==> config.mk <==
export PLATFORM = sky130hd
export DESIGN_NAME = captura_jogada
export DESIGN_NICKNAME = d
export VERILOG_FILES = /design/src/rtl/captura_jogada_pkg.sv /design/src/rtl/captura_jogada_sincronizador_2ff.sv /design/src/rtl/captura_jogada.sv
export SDC_FILE = /design/constraint.sdc
export NUM_CORES = 1
export LEC_CHECK = 0
export CORE_MARGIN = 2
export CORE_UTILIZATION = 35
export DETAILED_ROUTE_END_ITERATION = 8
export REMOVE_ABC_BUFFERS = 1
export SLEW_MARGIN = 5
export SYNTH_ARGS = -nofsm -noshare
export SYNTH_HDL_FRONTEND = slang
export SYNTH_SLANG_ARGS = --single-unit
==> constraint.sdc <==
create_clock -name clock -period 2.7 [get_ports clock]
set_input_delay 0.675 -clock clock [delete_from_list [all_inputs] [get_ports clock]]
set_output_delay 0.675 -clock clock [all_outputs]
set_load 0.05 [all_outputs]
==> src/rtl/captura_jogada_pkg.sv <==
// Shared definitions for the neurosync player-input receiver.
// Latency: n/a (types and constants only).
// Backpressure: n/a.
//   estado_t     : 3-bit state encoding, also the db_estado debug values
//   *_DEF        : default debounce/timeout lengths and button count
package captura_jogada_pkg;

    localparam int DEBOUNCE_CYCLES_DEF = 5;     // 5 ms at 1 kHz
    localparam int TIMEOUT_CYCLES_DEF  = 3000;  // 3 s at 1 kHz
    localparam int LARGURA_DEF         = 4;

    typedef enum logic [2:0] {
        OCIOSO      = 3'd0,
        ESPERA      = 3'd1,
        FILTRA_P    = 3'd2,
        PRESSIONADO = 3'd3,
        FILTRA_S    = 3'd4,
        FEITA       = 3'd5,
        ESGOTADO    = 3'd6
    } estado_t;

endpackage

==> src/rtl/captura_jogada_sincronizador_2ff.sv <==
// Two-flop synchronizer bringing raw asynchronous buttons into the clock domain.
// Latency: 2 edges from first sample to dout.
// Backpressure: none; free-running.
//   clock, reset (async, active-low), din (raw), dout (synchronized)
module sincronizador_2ff #(
    parameter int LARGURA = 4
) (
    input  logic               clock,
    input  logic               reset,
    input  logic [LARGURA-1:0] din,
    output logic [LARGURA-1:0] dout
);

    logic [LARGURA-1:0] meta_q;
    logic [LARGURA-1:0] sinc_q;

    always_ff @(posedge clock or negedge reset) begin
        if (!reset) begin
            meta_q <= '0;
            sinc_q <= '0;
        end else begin
            meta_q <= din;
            sinc_q <= meta_q;
        end
    end

    assign dout = sinc_q;

endmodule

==> src/rtl/captura_jogada.sv <==
// Player-input receiver: syncs and debounces buttons, captures one one-hot play per press/release.
// Latency: press sampled at edge k loads jogada at k+2+DEBOUNCE_CYCLES; feita pulse one edge after release debounce.
// Backpressure: none; arming (habilita) and clearing (limpa) come from the control unit.
//   in : clock, reset (async active-low), limpa, habilita, botoes
//   out: jogada, jogada_feita, jogada_invalida, timeout, ocupado, db_estado
module captura_jogada
    import captura_jogada_pkg::*;
#(
    parameter int DEBOUNCE_CYCLES = DEBOUNCE_CYCLES_DEF,
    parameter int TIMEOUT_CYCLES  = TIMEOUT_CYCLES_DEF,
    parameter int LARGURA         = LARGURA_DEF
) (
    input  logic               clock,
    input  logic               reset,
    input  logic               limpa,
    input  logic               habilita,
    input  logic [LARGURA-1:0] botoes,
    output logic [LARGURA-1:0] jogada,
    output logic               jogada_feita,
    output logic               jogada_invalida,
    output logic               timeout,
    output logic               ocupado,
    output logic [2:0]         db_estado
);

    localparam int DW = $clog2(DEBOUNCE_CYCLES + 1);
    localparam int TW = $clog2(TIMEOUT_CYCLES + 1);
    localparam logic [DW-1:0] D_MAX = DW'(DEBOUNCE_CYCLES);
    localparam logic [TW-1:0] T_MAX = TW'(TIMEOUT_CYCLES);

    logic [LARGURA-1:0] bs;

    estado_t            estado_q, estado_d;
    logic [DW-1:0]      dcnt_q, dcnt_d;
    logic [TW-1:0]      tcnt_q, tcnt_d;
    logic [LARGURA-1:0] cand_q, cand_d;
    logic [LARGURA-1:0] jogada_q, jogada_d;
    logic               invalida_q, invalida_d;   // current press was multi-hot
    logic               feita_q, feita_d;
    logic               jinv_q, jinv_d;

    logic [DW-1:0]      dcnt_inc;
    logic [TW-1:0]      tcnt_inc;
    logic               cand_one_hot;

    sincronizador_2ff #(.LARGURA(LARGURA)) u_sinc (
        .clock (clock),
        .reset (reset),
        .din   (botoes),
        .dout  (bs)
    );

    // Both counters saturate so a stuck state can never wrap into a false match.
    assign dcnt_inc     = (dcnt_q == D_MAX) ? dcnt_q : dcnt_q + DW'(1);
    assign tcnt_inc     = (tcnt_q == T_MAX) ? tcnt_q : tcnt_q + TW'(1);
    assign cand_one_hot = (cand_q != '0) && ((cand_q & (cand_q - LARGURA'(1))) == '0);

    always_comb begin
        estado_d   = estado_q;
        dcnt_d     = dcnt_q;
        tcnt_d     = tcnt_q;
        cand_d     = cand_q;
        jogada_d   = jogada_q;
        invalida_d = invalida_q;
        feita_d    = 1'b0;
        jinv_d     = 1'b0;

        if (limpa) begin
            estado_d   = OCIOSO;
            dcnt_d     = '0;
            tcnt_d     = '0;
            cand_d     = '0;
            jogada_d   = '0;
            invalida_d = 1'b0;
        end else begin
            case (estado_q)
                OCIOSO: begin
                    if (habilita) begin
                        estado_d   = ESPERA;
                        dcnt_d     = '0;
                        tcnt_d     = '0;
                        invalida_d = 1'b0;
                    end
                end
                ESPERA: begin
                    tcnt_d = tcnt_inc;
                    if (tcnt_inc == T_MAX) begin
                        estado_d = ESGOTADO;
                    end else if (bs != '0) begin
                        cand_d   = bs;
                        dcnt_d   = DW'(1);
                        estado_d = FILTRA_P;
                    end
                end
                FILTRA_P: begin
                    tcnt_d = tcnt_inc;
                    // Acceptance is checked before the timeout so a press that
                    // finishes debouncing on the deadline edge still counts.
                    if (dcnt_q == D_MAX) begin
                        if (cand_one_hot) begin
                            jogada_d   = cand_q;
                            invalida_d = 1'b0;
                        end else begin
                            jinv_d     = 1'b1;
                            invalida_d = 1'b1;
                        end
                        estado_d = PRESSIONADO;
                    end else if (tcnt_inc == T_MAX) begin
                        estado_d = ESGOTADO;
                    end else if (bs == cand_q) begin
                        dcnt_d = dcnt_inc;
                    end else if (bs != '0) begin
                        cand_d = bs;
                        dcnt_d = DW'(1);
                    end else begin
                        // Glitch: keep the running timeout, restart the search.
                        dcnt_d   = '0;
                        estado_d = ESPERA;
                    end
                end
                PRESSIONADO: begin
                    if (bs == '0) begin
                        dcnt_d   = DW'(1);
                        estado_d = FILTRA_S;
                    end
                end
                FILTRA_S: begin
                    if (dcnt_q == D_MAX) begin
                        if (invalida_q) begin
                            // Invalid play: re-arm with a fresh timeout window.
                            estado_d   = ESPERA;
                            dcnt_d     = '0;
                            tcnt_d     = '0;
                            invalida_d = 1'b0;
                        end else begin
                            estado_d = FEITA;
                        end
                    end else if (bs == '0) begin
                        dcnt_d = dcnt_inc;
                    end else begin
                        estado_d = PRESSIONADO;
                    end
                end
                FEITA: begin
                    feita_d  = 1'b1;
                    estado_d = OCIOSO;
                end
                ESGOTADO: begin
                    estado_d = ESGOTADO;
                end
                default: begin
                    estado_d = OCIOSO;
                end
            endcase
        end
    end

    always_ff @(posedge clock or negedge reset) begin
        if (!reset) begin
            estado_q   <= OCIOSO;
            dcnt_q     <= '0;
            tcnt_q     <= '0;
            cand_q     <= '0;
            jogada_q   <= '0;
            invalida_q <= 1'b0;
            feita_q    <= 1'b0;
            jinv_q     <= 1'b0;
        end else begin
            estado_q   <= estado_d;
            dcnt_q     <= dcnt_d;
            tcnt_q     <= tcnt_d;
            cand_q     <= cand_d;
            jogada_q   <= jogada_d;
            invalida_q <= invalida_d;
            feita_q    <= feita_d;
            jinv_q     <= jinv_d;
        end
    end

    assign jogada          = jogada_q;
    assign jogada_feita    = feita_q;
    assign jogada_invalida = jinv_q;
    assign timeout         = (estado_q == ESGOTADO);
    assign ocupado         = (estado_q != OCIOSO) && (estado_q != ESGOTADO);
    assign db_estado       = estado_q;

endmodule

# After elaboration in Yosys (flattened, before gate mapping)

Cells that the tools add are included.

Multiply operators: 0
Divide/modulo/power cells: 0
$lt $le $gt $ge: 0
Shifts and indexed selects: 0
Reduce and logical (&&, ||, !) cells: 22
Muxes and demuxes: 54
Add/subtract/negate cells: 3
Equal/unequal tests: 27
Bitwise gates (word level): 1

Operators with widths:

| kind                                                                  | count |
|---|---|
| 3-bit 2-to-1 mux                                                      | 23 |
| 12-bit 2-to-1 mux                                                     | 5 |
| 4-bit 2-to-1 mux                                                      | 10 |
| 12-bit one-hot mux with 3 select lines                                | 1 |
| 3-bit inequality test, second input constant                          | 11 |
| 12-bit equality test, second input constant                           | 2 |
| 3-bit one-hot mux with 6 select lines                                 | 1 |
| 4-bit inequality test, second input constant                          | 4 |
| 4-bit nonzero test                                                    | 4 |
| 3-bit one-hot mux with 5 select lines                                 | 1 |
| 12-bit by 1-bit adder with 12-bit output, second input constant       | 1 |
| 3-bit equality test, second input constant                            | 4 |
| 1-bit 2-to-1 mux                                                      | 11 |
| 5-bit inequality test, second input constant                          | 2 |
| 9-bit AND reduction                                                   | 1 |
| 4-bit logical NOT                                                     | 2 |
| 4-bit one-hot mux with 2 select lines                                 | 1 |
| 4-bit AND reduction                                                   | 2 |
| 3-bit by 2-bit equality test with 1-bit output, second input constant | 2 |
| 6-bit AND reduction                                                   | 1 |
| 2-bit nonzero test                                                    | 3 |
| 3-bit nonzero test                                                    | 2 |
| 6-bit nonzero test                                                    | 1 |
| 5-bit AND reduction                                                   | 1 |
| other kinds (10)                                                      | 11 |

Memories: 0
Bits in registers: 37
Input bits: 8
Memory bits (writable): 0
Latch bits: 0
Word-level logic and storage cells: 117
Bits in read-only memories: 0

# Longest topological paths before layout

Gate-level depths: netlist of run 1.

Depth after elaboration: 8
Depth in mapped cells: 11
Depth with buffers taken out: 9

# Modules after synthesis

From an unflattened synthesis of run 1, not the netlist that was laid out.

Cells, all modules: 257
Area, all modules: 2,263.4 um^2

By module, submodules not included:

| module            | area each (um^2) | seq. area each (um^2) | cells an instance | instances |
|---|---|---|---|---|
| captura_jogada    | 2,063.2          | 725.7                 | 249               | 1 |
| sincronizador_2ff | 200.2            | 200.2                 | 8                 | 1 |

# Worst setup path after synthesis of run 1

OpenSTA, ideal clock, no wires.

Path type: register to register
From: register tcnt_q[0]
To: register dcnt_q[1]
Period minus slack after synthesis: 2.688 ns
Arrival time: 2.561 ns
Path slack: 0.012 ns
Cell stages (with the launch flop): 11
Path buffers: 1
Data required time: 2.573 ns
Cell sequence: dfrtp_1 bufinv_8 ha_1 or3b_1 or4_1 buf_2 nand2b_4 a211oi_4 a21oi_2 nand2b_1 mux2_1

Word-level cells in the longest chain between the ends: 5

RTL lines:

| item                                                                                    | line                                        | text |
|---|---|---|
| start, declared                                                                         | captura_jogada.sv:35                        | `logic [TW-1:0] tcnt_q, tcnt_d;` |
| start signal, assigned                                                                  | captura_jogada.sv:171                       | `tcnt_q <= tcnt_d;` |
| 12-bit by 1-bit adder with 12-bit output / 12-bit equality test (equally long branches) | captura_jogada.sv:55                        | `assign tcnt_inc = (tcnt_q == T_MAX) ? tcnt_q : tcnt_q + TW'(1);` |
| 12-bit 2-to-1 mux (*)                                                                   | captura_jogada.sv:55                        |  |
| 12-bit equality test (*)                                                                | captura_jogada.sv:87, captura_jogada.sv:108 |  |
| 3-bit inequality test (no source line)                                                  | --                                          |  |
| 9-bit AND reduction (no source line) (*)                                                | --                                          |  |
| end signal, assigned                                                                    | captura_jogada.sv:170                       | `dcnt_q <= dcnt_d;` |
| end, declared                                                                           | captura_jogada.sv:34                        | `logic [DW-1:0] dcnt_q, dcnt_d;` |

Every way passes the cells marked *; elsewhere a longest branch is shown, timed or not.
A chain may end at the register's enable or synchronous reset.

# Worst setup path after layout of run 1

From: register tcnt_q[0]
To: register cand_q[1]

Word-level cells in the longest chain between the ends: 5

RTL lines:

| item                                                                                    | line                                        | text |
|---|---|---|
| 12-bit by 1-bit adder with 12-bit output / 12-bit equality test (equally long branches) | captura_jogada.sv:55                        |  |
| 12-bit 2-to-1 mux (*)                                                                   | captura_jogada.sv:55                        |  |
| 12-bit equality test (*)                                                                | captura_jogada.sv:87, captura_jogada.sv:108 |  |
| 3-bit inequality test (no source line)                                                  | --                                          |  |
| 5-bit AND reduction (no source line) (*)                                                | --                                          |  |
| end signal, assigned                                                                    | captura_jogada.sv:172                       | `cand_q <= cand_d;` |
| end, declared                                                                           | captura_jogada.sv:36                        | `logic [LARGURA-1:0] cand_q, cand_d;` |

Marked as above.

==> results of run 1 <==
per-stage QoR:
| step | total power [mW] | instances | setup WS (ps) |
|---|---|---|---|
| 6_report | 1.934 | 402 | 135.2 |
| 5_1_grt | 2.055 | 402 | 15.68 |
| 4_1_cts | 1.950 | 402 | 67.38 |
| 3_5_place_dp | 1.445 | 394 | 71.57 |
| 3_3_place_gp | 1.442 | 394 | 105.7 |
| 2_1_floorplan | 1.219 | 265 | 8.532 |
where the power goes:
group / switching [mW] / internal (mW) / total [mW] / leakage [nW]
clock network: 0.217 / 0.276 / 0.493 / 0.0543
logic: 0.461 / 0.310 / 0.771 / 0.649
registers: 0.0623 / 0.607 / 0.669 / 0.491
total: 0.740 / 1.19 / 1.93 / 1.19
worst register-to-register path, cell delays in order, from the launching register on:
cell and delay [ps]:
dfrtp_1 380, bufinv_8 190, ha_1 130, or3b_1 330, or4_4 440, nand4_2 140
a211oi_4 80, buf_4 150, a211oi_4 340, mux2i_1 230, nor2_1 60
worst min path at each step:
stage               slack [ps]              to  cells after the start
floorplan                  330  u_sinc.dout[0]                      0
global placement           330  u_sinc.dout[1]                      0
detailed placement         340  u_sinc.dout[1]                      0
CTS                        350  u_sinc.dout[1]                      0
global route               360  u_sinc.dout[2]                      0
finish                     350  u_sinc.dout[1]                      0
Yosys cell counts, types with 2 or more instances:
master and n:
a211oi_4 2, a21o_1 5, a21oi_1 13, a31oi_1 3
and2_1 2, and3_1 5, and3b_1 2, buf_6 6
clkbuf_1 11, clkbuf_8 2, dfrtp_1 37, ha_1 4
inv_1 9, mux2i_1 4, nand2_1 26, nand2b_1 10
nand3_1 6, nand3b_1 2, nand4_1 3, nand4b_1 2
nor2_1 29, nor3_1 9, nor4_1 2, o21ai_0 21
o21ai_1 11, o21bai_1 2, o22ai_1 3, o31ai_1 5
o41ai_1 3, or3b_1 2, or4_1 4, xnor2_1 2
xor2_1 8
per-layer routing:
layer,routed length [um],part of all wire [%]
met5,0,0
met4,124,2.3
met3,167,3.1
met2,2430,45
met1,2720,50
registers in the layout (all words and copies together) (netlist names):
name             cells
dcnt_q               3
jogada_feita         1
u_sinc.dout          4
jogada_invalida      1
cand_q               4
invalida_q           1
tcnt_q              12
u_sinc.meta_q        4
jogada               4
db_estado            3
cells by family after synthesis:
kind of cell	count (synthesis)	synth area share [%]
xor+xnor	10	3.509
fa+ha+maj	4	2.005
compound gates	82	22.06
simple gates	117	25.56
flops	37	37.09
buf+inv	30	7.719
mux	5	2.055
area by class of cell:
cell class	instances	area (um2)	area share [%]
inverters	10	51.30	1.773
flip-flops and latches	37	927.1	32.04
clock buffers	5	68.82	2.378
well taps	96	120.1	4.150
repair buffers	33	295.3	10.20
multi-input cells	218	1385	47.86
clock inverters	3	46.29	1.600
repair_timing:
| item | 4_1_cts | 5_1_grt |
|---|---|---|
| resized for setup | 0 | 3 |
| endpoints found under the hold margin | 0 | 0 |
| setup endpoints to repair | 0 | 5 |
==> PnR_summary.wiki, run 1 <==
{| class="wikitable"
! Metric !! Value
|-
| Area added between synthesis and finish || 15.94%
|-
| Register area share after synthesis || 37.09%
|-
| Count of fill cells added during filler insertion || 714
|-
| Path depth of the worst reg2reg path || 10
|-
| Detailed-placement wirelength estimate || roughly 3800 um
|-
| GR Util met2 || 22.69%
|-
| Main flop type after synthesis || dfrtp_1
|-
| Ports || 19
|-
| Wire length of the first global-routing pass || approximately 9600 um
|-
| Start point of the worst hold path || u_sinc.meta_q[1]
|-
| Type of the setup path with the least slack || flop to flop
|-
| Final min period || 2565 ps
|-
| Number of sinks handled by clock tree synthesis || 37
|-
| Leak || roughly 1.2 nW
|-
| CP delay by family, top || simple AND/OR/NAND/NOR gates
|-
| Most frequent cells in the layout || dfrtp_1, nor2_1, nand2_1
|-
| Top cells by area, synth || dfrtp_1, nor2_1, o21ai_0
|-
| Critical Path End Type || flop
|-
| Worst hold slack || around 350 ps
|-
| Maximum level of the CTS H-tree || 2
|-
| Number of flops mapped to enable cells by yosys || 0
|-
| Max Cap Viol || 0
|-
| Share of async-settable or async-resettable flops after synthesis || 100.0%
|-
| Total wirelength of the detailed-routed design || 5443 um
|-
| Area share of the largest cell type after synthesis || a little under two fifths
|-
| Peak-usage layer in the global routing report || met1
|-
| Detail-routed net length per standard cell || roughly 14 um
|-
| Reg-to-reg endpoint || cand_q[1]
|-
| Final total negative setup slack || 0 ps
|-
| Library cell appearing most often on the critical path || a211oi_4
|-
| Weighted congestion reported at the end of routability-driven placement || 0.9105
|-
| Remaining design rule violation count || 0
|-
| Final core utilization || 42.36%
|-
| Slew Viols, Final || 0
|-
| Num CTS Buffers || 5
|-
| Total buffers and inverters traversed by the critical path || 2
|-
| Post-Layout Inst Area || 2894 um2
|-
| Final worst-path cycle share || around 95%
|-
| Start point of the critical path || tcnt_q[0]
|-
| Worst setup path endpoint || cand_q[1]
|-
| Number of routed nets with antenna violations || 0
|-
| Post-CTS Setup Inserts || 0
|-
| Crit. path cell count || 10
|-
| Synthesis-stage register bit count || 37
|-
| Clock insertion delay at the later pin of the skew report || 300 ps
|-
| Arrival time at the worst endpoint || 2750 ps
|-
| Commonest non-fill, non-tap cell in the layout || dfrtp_1
|-
| TritonCTS clock tree || yes
|-
| Core area || 6832 um2
|-
| Netlist Area Pre-Place || about 2500 um2
|-
| Initial cell density of the core || 36.54%
|-
| Per-cell via count in the routed design || 5.308
|-
| Sort of element at the start of the critical path || flop
|-
| Iter 0 DRT Violations || 151
|-
| Number of antenna cells inserted || 0
|-
| Routing usage on met3 || 2.799%
|-
| Die Area || 7823 um2
|-
| Cell count after synthesis || roughly 290
|-
| Die W || 88.45 um
|-
| Cell-by-cell trace of the critical path || bufinv_8 > ha_1 > or3b_1 > or4_4 > nand4_2 > a211oi_4 > buf_4 > a211oi_4 > mux2i_1 > nor2_1
|-
| Hold-fix buffer count after cts || 0
|-
| Clock-pin slew reported for the worst setup and hold paths after clock tree synthesis || 80 ps
|-
| Final-report hold violation count || 0
|-
| Peak VDD IR || 0.2472 mV
|-
| Area after detailed placement || about 2800 um2
|-
| Unique masters post-synth || 63
|-
| R2R Setup Slk || 140 ps
|-
| Total number of placement rows || 30
|-
| DR pass1 iterations || 4
|-
| Total via count after detailed routing || ~2100
|-
| Worst slew slack as a fraction of its limit || 42.61%
|-
| Transition time at the pin with the least slew margin || ~860 ps
|-
| Count of input and output buffers || 18
|-
| Antenna violations before repair || 0
|-
| Die outline height || 88.45 um
|-
| Largest fanout on the critical path || 4
|-
| Cell taking the most area after synthesis || dfrtp_1
|-
| Per-instance average area after synthesis || 8.758 um2
|-
| Pin count of the biggest net entering global routing || 38
|-
| Overflow left after global routing || 0
|-
| Fmax achieved || 389.9 MHz
|-
| M1 GR Usage || 22.86%
|-
| CP peak stage delay || 440 ps
|-
| Vias in the first global route || between 1500 and 2000
|-
| Number of nets in the finished design || 317
|-
| Final setup vio count || 0
|-
| Share of cells above drive strength 1 || 14.38%
|-
| CTS Buffer Depth || 2
|-
| Crit path max-delay cell type || or4_4
|-
| Required time at the endpoint of the critical path || 2890 ps
|-
| Syn. warnings || 0
|-
| Clk Tree Root Cell || clkbuf_8
|-
| Result of the run || finished clean
|-
| Hold crit path type || flop to flop
|-
| RSZ-0062 raised after global routing || no
|-
| Power density normalized to cell area || 668.2 nW/um2
|-
| Overall fraction of global-route tracks in use || 15.56%
|-
| Origin of the critical flop-to-flop path || tcnt_q[0]
|-
| Maximum clock skew at final layout || 8.846 ps
|}
No activity file was read; power rests on OpenSTA's default activity.
==> inputs of run 2 (changes only) <==
--- a/config.mk
+++ b/config.mk
@@ -9,7 +9,6 @@
 export CORE_UTILIZATION = 35
 export DETAILED_ROUTE_END_ITERATION = 8
 export REMOVE_ABC_BUFFERS = 1
-export SLEW_MARGIN = 5
 export SYNTH_ARGS = -nofsm -noshare
 export SYNTH_HDL_FRONTEND = slang
 export SYNTH_SLANG_ARGS = --single-unit
==> results of run 2 <==
Final layout, timing and power as in run 1 (identical DEF).
